===== src/rtl/synth_pkg.sv =====
// Shared definitions for the shift-add sample denormalizing multiplier.
package synth_pkg;

  localparam int SAMPLE_W_DEF = 8;
  localparam int SCALE_W_DEF  = 18;
  localparam int FRAC_W_DEF   = 8;

  typedef enum logic [1:0] {
    IDLE = 2'd0,
    MULT = 2'd1,
    DONE = 2'd2
  } state_e;

endpackage


===== src/rtl/sequential_multiplier.sv =====
// Fixed-latency shift-add multiplier: product_out = (sample_in*scale) >> FRAC_W,
// one multiplier bit per cycle, done pulses once per completed operation.
module sequential_multiplier
  import synth_pkg::*;
#(
  parameter int SAMPLE_W = SAMPLE_W_DEF,
  parameter int SCALE_W  = SCALE_W_DEF,
  parameter int FRAC_W   = FRAC_W_DEF
) (
  input  logic                clk,
  input  logic                rst,
  input  logic                sample_now,
  input  logic [SAMPLE_W-1:0] sample_in,
  input  logic [SCALE_W-1:0]  scale,
  output logic [SCALE_W-1:0]  product_out,
  output logic                done,
  output logic                busy
);

  localparam int ACC_W = SAMPLE_W + SCALE_W;
  localparam int CNT_W = $clog2(SAMPLE_W + 1);
  localparam int IDX_W = $clog2(SAMPLE_W);
  localparam logic [CNT_W-1:0] LAST_CNT = CNT_W'(SAMPLE_W - 1);

  state_e              state_q, state_d;
  logic [CNT_W-1:0]    count_q, count_d;
  logic [ACC_W-1:0]    acc_q, acc_d;
  logic [SAMPLE_W-1:0] mplier_q, mplier_d;
  logic [SCALE_W-1:0]  mcand_q, mcand_d;
  logic [SCALE_W-1:0]  product_q, product_d;
  logic                done_q, done_d;

  always_comb begin
    state_d   = state_q;
    count_d   = count_q;
    acc_d     = acc_q;
    mplier_d  = mplier_q;
    mcand_d   = mcand_q;
    product_d = product_q;
    done_d    = 1'b0;

    case (state_q)
      MULT: begin
        if (mplier_q[count_q[IDX_W-1:0]]) begin
          acc_d = acc_q + (ACC_W'(mcand_q) << count_q);
        end
        count_d = count_q + CNT_W'(1);
        if (count_q == LAST_CNT) begin
          state_d = DONE;
        end
      end
      DONE: begin
        product_d = acc_q[FRAC_W +: SCALE_W];
        done_d    = 1'b1;
        state_d   = IDLE;
      end
      default: state_d = IDLE;
    endcase

    // A request overrides the sequencing but leaves a DONE-cycle result intact.
    if (sample_now) begin
      mplier_d = sample_in;
      mcand_d  = scale;
      acc_d    = '0;
      count_d  = '0;
      state_d  = MULT;
    end
  end

  always_ff @(posedge clk or posedge rst) begin
    if (rst) begin
      state_q   <= IDLE;
      count_q   <= '0;
      acc_q     <= '0;
      mplier_q  <= '0;
      mcand_q   <= '0;
      product_q <= '0;
      done_q    <= 1'b0;
    end else begin
      state_q   <= state_d;
      count_q   <= count_d;
      acc_q     <= acc_d;
      mplier_q  <= mplier_d;
      mcand_q   <= mcand_d;
      product_q <= product_d;
      done_q    <= done_d;
    end
  end

  assign product_out = product_q;
  assign done        = done_q;
  assign busy        = (state_q == MULT);

endmodule


===== config.mk =====
export PLATFORM = sky130hd
export DESIGN_NAME = sequential_multiplier
export DESIGN_NICKNAME = d
export VERILOG_FILES = /design/src/rtl/synth_pkg.sv /design/src/rtl/sequential_multiplier.sv
export SDC_FILE = /design/constraint.sdc
export NUM_CORES = 1
export LEC_CHECK = 0
export CAP_MARGIN = 30
export CORE_MARGIN = 2
export CORE_UTILIZATION = 52
export CTS_BUF_LIST = sky130_fd_sc_hd__clkbuf_2
export DETAILED_ROUTE_END_ITERATION = 8
export MAX_ROUTING_LAYER = met4
export PLACE_DENSITY = 0.71
export SLEW_MARGIN = 5
export SYNTH_ARGS = -nofsm -noshare
export SYNTH_HDL_FRONTEND = slang
export SYNTH_SLANG_ARGS = --single-unit

===== constraint.sdc =====
create_clock -name clk -period 4.9 [get_ports clk]
set_input_delay 0.49 -clock clk [delete_from_list [all_inputs] [get_ports clk]]
set_output_delay 0.49 -clock clk [all_outputs]
set_load 0.005 [all_outputs]

# ---- Word-level counts from Yosys, hierarchy flattened
# Index checks and enable logic that the tools add are counted.
dict set report totals {
  regBits 77
}
dict set report classes {
  n_addsub 2
  n_lt_le_gt_ge 1
  n_eq_ne 4
  shift 1
  n_mux 11
  n_reduce_logical 3
}
# op n
set op_table {}
lappend op_table {{$mux W26} 3}
lappend op_table {{$add A26 B26 Y26} 1}
lappend op_table {{$shl A18 B4 Y26} 1}
lappend op_table {{$mux W4} 2}
lappend op_table {{$mux W2} 3}
lappend op_table {{$add A4 B1 Y4 const B} 1}
lappend op_table {{$eq A4 B3 Y1 const B} 1}
lappend op_table {{$lt A3 B4 Y1 const B} 1}
lappend op_table {{$reduce_bool A2 Y1} 2}
lappend op_table {{$bmux W1 S3} 1}
lappend op_table {{$ne A3 B2 Y1 const B} 1}
lappend op_table {{$eq A2 B1 Y1 const B} 1}
lappend op_table {{$eq A2 B2 Y1 const B} 1}
lappend op_table {{$mux W1} 2}
lappend op_table {{$reduce_and A2 Y1} 1}

# ---- Logic depth before layout (Yosys ltp)
# Gate-level depths: netlist of the first run.
dict set report depth {
  depth_word 5
  mapped_depth 17
}

# ---- Worst setup path after synthesis of the first run
# Ideal clock, no wire load.
dict set report synth_timing {
  path_type {reg2reg}
  start {register count_q[1]}
  end {register acc_q[25]}
  t_arrival_ps 3865
  t_required_ps 4772
  path_slack_ps 908
  path_stages_with_launch 17
  n_path_buf 3
  period_less_slack_ps 3992
  cell_sequence {dfrtp_1 buf_6 clkbuf_1 clkbuf_1 inv_1 a31oi_1 nand2_1 o21ai_0 nor2_1 ha_1 a2111oi_2 o21ai_2 a211oi_4 nor3_2 or4_4 o211ai_2 mux2_1}
}
dict set report synth_between {
  elab_chain_len 5
  elab_cells_between_ends 9
  classes_between {1 x add/sub; 1 x shift; 5 x mux; 2 x reduce/logical}
}
# element line
set synth_lines {}
lappend synth_lines {{start: declaration} sequential_multiplier.sv:26} ;# logic [CNT_W-1:0] count_q, count_d;
lappend synth_lines {{start signal: assignment} sequential_multiplier.sv:81} ;# count_q <= count_d;
lappend synth_lines {{$shl A18 B4 Y26} sequential_multiplier.sv:45} ;# acc_d = acc_q + (ACC_W'(mcand_q) << count_q);
lappend synth_lines {{$add A26 B26 Y26} sequential_multiplier.sv:45}
lappend synth_lines {{$mux W26} sequential_multiplier.sv:44} ;# if (mplier_q[count_q[IDX_W-1:0]]) begin
lappend synth_lines {{$mux W26} sequential_multiplier.sv:42} ;# case (state_q)
lappend synth_lines {{$mux W26} sequential_multiplier.sv:61} ;# if (sample_now) begin
lappend synth_lines {{end signal: assignment} sequential_multiplier.sv:74} ;# acc_q <= '0;
lappend synth_lines {{end signal: assignment} sequential_multiplier.sv:82} ;# acc_q <= acc_d;
lappend synth_lines {{end: declaration} sequential_multiplier.sv:27} ;# logic [ACC_W-1:0] acc_q, acc_d;
# Parallel ways exist; a longest one is shown, timed or not. The select of a mux whose other input is x is not followed.
# A chain may end at the register's enable or synchronous reset.

# ---- Final worst setup path of the first run
# Ends and elaborated chain as after synthesis.

==> results.toml, run 1 <==
[routing]
drc = 0
first_pass_iters = 5
wire_per_inst_um = 16.0
vias = 4254
wirelength_um = 11600
viasPerCell = 5.84
drt_iter0_markers = 172
antenna_left = 0

[global_routing]
grt_first_pass_wirelength_um = 19700
grt_use_total = 0.232
grt_overflow = 0
antenna_found_initial = 0
grt_max_degree = 56
grt_pass1_vias = 4074

[floorplanning]
rows = 36
core_mm2 = 0.00977
io_pins = 49
dieWidth_um = 104
die_area_mm2 = 0.0109
initial_core_util = 0.537
die_h_um = 104

[logic_synthesis]
netlist_area_mm2 = 0.00525
yosys.area.top_type = "dfrtp_1"
postSynthNetCount = 610
synth_edf_count = 0
synth_top_area_frac = 0.367
synth_ff_type = "dfrtp_1"
syn_avg_cell_area_um2 = 9.47
synth_cell_types = 61
ys_ff_latch = 77
synth.area.top_cells = "dfrtp_1, mux2_2, ha_1, a21oi_1, nor2_1"
synth_cells = 554
yosys_warnings = 0
ys_seq_area_frac = 0.367
synthArstFlopShare = 1.00

[setup_path]
r2r_slack_ns = 0.54
reg2regPathDepth = 13
critPathMaxStageDelay_ns = 0.88
crit_chain = "buf_4, mux2i_1, a21oi_1, mux2i_1, a21oi_1, ha_1, and3_1, a31oi_1, nand2_1, a221o_1, or4_4, o211ai_2, mux2_1"
cp_num_cells = 13
arrival_ns = 4.81
r2r_start = "count_q[1]"
cp_max_fo = 21
crit_start = "count_q[1]"
endpoint_kind = "flop"
start_kind = "flop"
required_ns = 5.35
worstSetupPathType = "reg2reg"
critPathBufInv = 1
critPathCapture = "acc_q[25]"
r2r_end = "acc_q[25]"
worst_path_max_delay_cell = "dfrtp_1"
crit_family = "simple AND/OR/NAND/NOR gates"

[sta]
clock_skew_ns = 0.0318
slew_headroom = 0.413
post-route-period-util = 0.890
drv_slew = 0
finalCriticalPeriod_ns = 4.36
setup-violations-final = 0
tightest_slew_ns = 0.881
max_freq_ghz = 0.229
layout_setup_ws_ns = 0.538
tns_ns = 0
hold_violations = 0
rsz0062_at_grt = "no"

[placement]
gp_congestion = 0.970
port_buffers = 48
post-dp-hpwl_um = 8780
pre_cts_ws_ns = 0.652

[finish]
antenna_cells = 0
nets = 646
final_cell_mix = "dfrtp_1, nor2_1, mux2_2, nand2_1, clkdlybuf4s50_1"
layout_commonest_cell = "dfrtp_1"
area_growth_pct = 12.2
fill_cells = 887
utilization = 0.602
drive_above_1_share = 0.161

[min_path]
min_path_type = "in2async"

[clock_tree]
clkSinkCount = 77
postCtsSetupRepairBufs = 0
cts_resized = 0
cts.hold.buffers_added = 0
clk_path_buf_depth = 2
clk_pin_slew_ns = 0.20
htreeDepth = 3
cts_buffers = 9
cts-root-buf = "clkbuf_2"
worstSkewPairLatency_ns = 0.56
cts_tree = "yes"

[pwr]
peakVddDrop_mv = 0.168
p_per_area_mw_per_mm2 = 396
leakage_uw = 0.00255

[flow_run]
max-cap-violations = 0

[outcome]
status = "complete, no violations"
==> flip-flops by register name, summed over array words and instances (netlist names) <==
| name | flops |
|---|---|
| mcand_q | 18 |
| acc_q | 26 |
| count_q | 4 |
| state_q | 2 |
| done | 1 |
| product_out | 18 |
| mplier_q | 8 |
==> cell type report <==
type	count	area, um^2	area share
clock buffer	11	55.1	0.00935
sequential	77	1930	0.327
inverter	12	45.0	0.00765
clock inverter	5	27.5	0.00468
tap	133	166	0.0283
timing repair buffer	54	520	0.0884
multi-input combinational	436	3150	0.534
==> Yosys cell counts, types with 2 or more instances <==
cell / instances
nor2b_1: 9
nand4_1: 6
mux2_4: 2
a2111oi_0: 2
nand2b_1: 4
mux4_2: 8
a211oi_1: 6
inv_2: 2
clkbuf_1: 17
o21a_1: 5
inv_1: 10
nor2_1: 55
mux2i_1: 15
o31ai_1: 3
a221o_1: 2
mux2_2: 51
a21oi_1: 42
a31oi_1: 8
mux2_1: 2
buf_6: 2
nand3b_1: 3
ha_1: 26
o21ai_1: 4
or3_1: 3
buf_1: 8
and2_1: 4
o21bai_1: 6
and3_1: 4
xor2_1: 7
o21ai_0: 31
xnor2_1: 10
nor3_1: 14
dfrtp_1: 77
o211ai_1: 3
o22ai_1: 4
nand2_1: 50
or4_1: 2
a21o_1: 9
nand3_1: 16
==> stage by stage <==
| step | cell area, um^2 | total power, uW | instances | hold WS, ns |
|---|---|---|---|---|
| after CTS | 5890 | 2340 | 728 | 0.352 |
| after floorplan | 5250 | 1780 | 554 | 0.473 |
| final | 5890 | 2330 | 728 | 0.343 |
| after global routing | 5890 | 2530 | 728 | 0.412 |
| after detailed placement | 5800 | 2040 | 712 | 0.493 |
| after global placement | 5800 | 2020 | 712 | 0.486 |
==> power by group <==
part | switching, uW | internal, uW | leakage, uW
clock | 222 | 66.3 | 0.0000530
sequential | 99.6 | 729 | 0.000996
combinational | 702 | 510 | 0.00150
==> worst reg2reg max path: stages, from the launching register on <==
cell and delay, ns:
dfrtp_1 0.88, buf_4 0.31, mux2i_1 0.26, a21oi_1 0.11, mux2i_1 0.28, a21oi_1 0.13, ha_1 0.40, and3_1 0.29
a31oi_1 0.19, nand2_1 0.07, a221o_1 0.36, or4_4 0.55, o211ai_2 0.08, mux2_1 0.35
==> kinds of logic (layout without fill, tap and decap cells) <==
kind of cell,count (synthesis),count (layout),synth area share
and+or+nand+nor,179,179,0.162
xor gates and xnor gates,17,17,0.0284
adders and majority gates,27,27,0.0658
buffers and inverters,41,82,0.0332
AOI/OAI and AO/OA,135,135,0.161
muxes,78,78,0.182
DFF,77,77,0.367
==> worst min-delay path by stage <==
stage	from	to	slack, ns	cells after the start
final	rst	mcand_q[0]	0.34	2
after global routing	rst	mcand_q[0]	0.41	2
after CTS	rst	mcand_q[8]	0.35	2
after detailed placement	product_out[3]	product_out[3]	0.49	1
after global placement	product_out[8]	product_out[8]	0.49	1
after floorplan	acc_q[24]	acc_q[24]	0.47	2
==> routing by layer <==
metal | routed length, um | vias up | GRT usage
met5 | 0 | - | -
met4 | 211 | 0 | 0.0946
met3 | 529 | 21 | 0.0326
met2 | 5500 | 115 | 0.367
met1 | 5380 | 2026 | 0.300
li1 | - | 2092 | -
(Power assumes the default switching activity.)
==> run 2: changes to the inputs <==
- DONT_BUFFER_PORTS: not set -> 1
- PLACE_DENSITY: 0.71 -> 0.65
==> run 2 against run 1 <==
Critical path type unchanged. Worst setup slack gained 0.061 ns. Power grew 1.4%. Count of clock-buffer cells in the layout shrank 2. First-iteration DRC count grew 32%. Clock skew shrank 0.014 ns. Non-clock buffer count shrank 45. Utilization shrank 4.1 points. Worst hold slack lost 0.27 ns.
==> results.toml, run 2 (synthesized netlist as in run 1, its figures left out) <==
[outcome]
status = "complete, no violations"

[finish]
top_register = "acc_q"
final_cell_mix = "dfrtp_1, nor2_1, mux2_2, nand2_1, a21oi_1"
largest_reg_flops = 26
nets = 601
drive_above_1_share = 0.176
area_growth_pct = 4.53
antenna_cells = 0
finalNonFillerCells = 683
layout_commonest_cell = "dfrtp_1"

[floorplanning]
die_h_um = 104
initial_core_util = 0.537
core_mm2 = 0.00977
rows = 36
io_pins = 49
die_area_mm2 = 0.0109
dieWidth_um = 104

[global_routing]
grt_max_degree = 41
grt_use_total = 0.238
grt_first_pass_wirelength_um = 20300
grt_overflow = 0
grt_pass1_vias = 4014
antenna_found_initial = 0

[routing]
vias = 4062
first_pass_iters = 4
wirelength_um = 11900
wire_per_inst_um = 17.4
antenna_left = 0
drt_iter0_markers = 227
drc = 0
viasPerCell = 5.95

[sta]
finalCriticalPeriod_ns = 4.30
drv_slew = 0
rsz0062_at_grt = "no"
hold_violations = 0
clock_skew_ns = 0.0182
slew_headroom = 0.470
max_freq_ghz = 0.232
whs_ns = 0.0692
tns_ns = 0
setup-violations-final = 0
layout_setup_ws_ns = 0.599
post-route-period-util = 0.878
tightest_slew_ns = 0.785

[placement]
post-dp-hpwl_um = 8650
gp_congestion = 0.915
port_buffers = 0
dp.cells = 663
pre_cts_ws_ns = 0.666

[min_path]
min_path_type = "in2reg"
whs_path_depth = 1
hold_end = "mcand_q[6]"
hp-start = "scale[6]"

[clock_tree]
cts_tree = "yes"
clkSinkCount = 77
clk_path_buf_depth = 2
htreeDepth = 3
worstSkewPairLatency_ns = 0.55
cts_resized = 0
cts_buffers = 9
clk_pin_slew_ns = 0.22
cts-root-buf = "clkbuf_2"

[setup_path]
reg2regPathDepth = 13
r2r_start = "count_q[1]"
r2r_slack_ns = 0.60
endpoint_kind = "flop"
cp_max_fo = 17
worstSetupPathType = "reg2reg"
arrival_ns = 4.79
required_ns = 5.39
r2r_end = "acc_q[23]"
start_kind = "flop"

[pwr]
p_per_area_mw_per_mm2 = 431
peakVddDrop_mv = 0.160
leakage_uw = 0.00240

[flow_run]
max-cap-violations = 0
==> run 2: changes by cell type in the layout (fill, tap and decap cells not counted), sizes merged <==
cell / delta
clkinvlp: +1
inv: -1
clkinv: +1
bufinv: +1
clkdlybuf4s50: -47
dlygate4sd3: +2
clkbuf: -2
==> run 2: worst max path at each step <==
stage          startpoint   endpoint  slack (ns)
2_1_floorplan  count_q[1]  acc_q[25]        0.91
3_3_place_gp   count_q[1]  acc_q[25]        0.74
3_5_place_dp   count_q[1]  acc_q[25]        0.67
4_1_cts        count_q[1]  acc_q[25]        0.63
5_1_grt        count_q[1]  acc_q[25]        0.30
6_report       count_q[1]  acc_q[23]        0.60
==> run 2: worst max-delay path, cell delays in order, from the launching register on <==
cell      delay [ns]
dfrtp_1         0.80
buf_4           0.32
mux2i_1         0.25
a21oi_1         0.11
mux2i_1         0.23
o22ai_1         0.17
ha_1            0.45
nand3_1         0.13
o211ai_1        0.18
a21oi_1         0.12
o41ai_1         0.74
a31oi_1         0.22
mux2_1          0.37
o22ai_1         0.16
==> run 2: layout make-up <==
class	count	area (um^2)
clock buffers	9	45.0
clock inverters	7	66.3
fillers	916	4290
inverters	12	46.3
multi-input cells	436	3150
flip-flops and latches	77	1930
well taps	133	166
repair buffers	9	87.6
==> run 2: power by group <==
part | switching [uW] | leakage, uW | total, uW | internal, uW
sequential | 97.8 | 0.000996 | 827 | 730
clock | 235 | 0.0000613 | 349 | 113
combinational | 693 | 0.00134 | 1190 | 493
total | 1030 | 0.00240 | 2360 | 1340
==> run 2: repair_timing <==
action                                  4_1_cts  5_1_grt
hold endpoints to repair                     58        0
hold buffers                                  2        0
endpoints found under the setup margin        0        0
setup buffers                                 0        0
==> run 2: stage by stage <==
stage | cell area [um^2] | utilization | total power [uW]
detailed placement | 5320 | 0.545 | 2010
finish | 5480 | 0.561 | 2360
global route | 5480 | 0.561 | 2560
global placement | 5320 | 0.545 | 2000
floorplan | 5250 | - | 1780
CTS | 5450 | 0.558 | 2370
==> run 2: routing by layer <==
metal,share of wire,track usage
met1,0.48,0.322
met2,0.46,0.369
met3,0.037,0.0313
met4,0.015,0.0869
met5,0,-
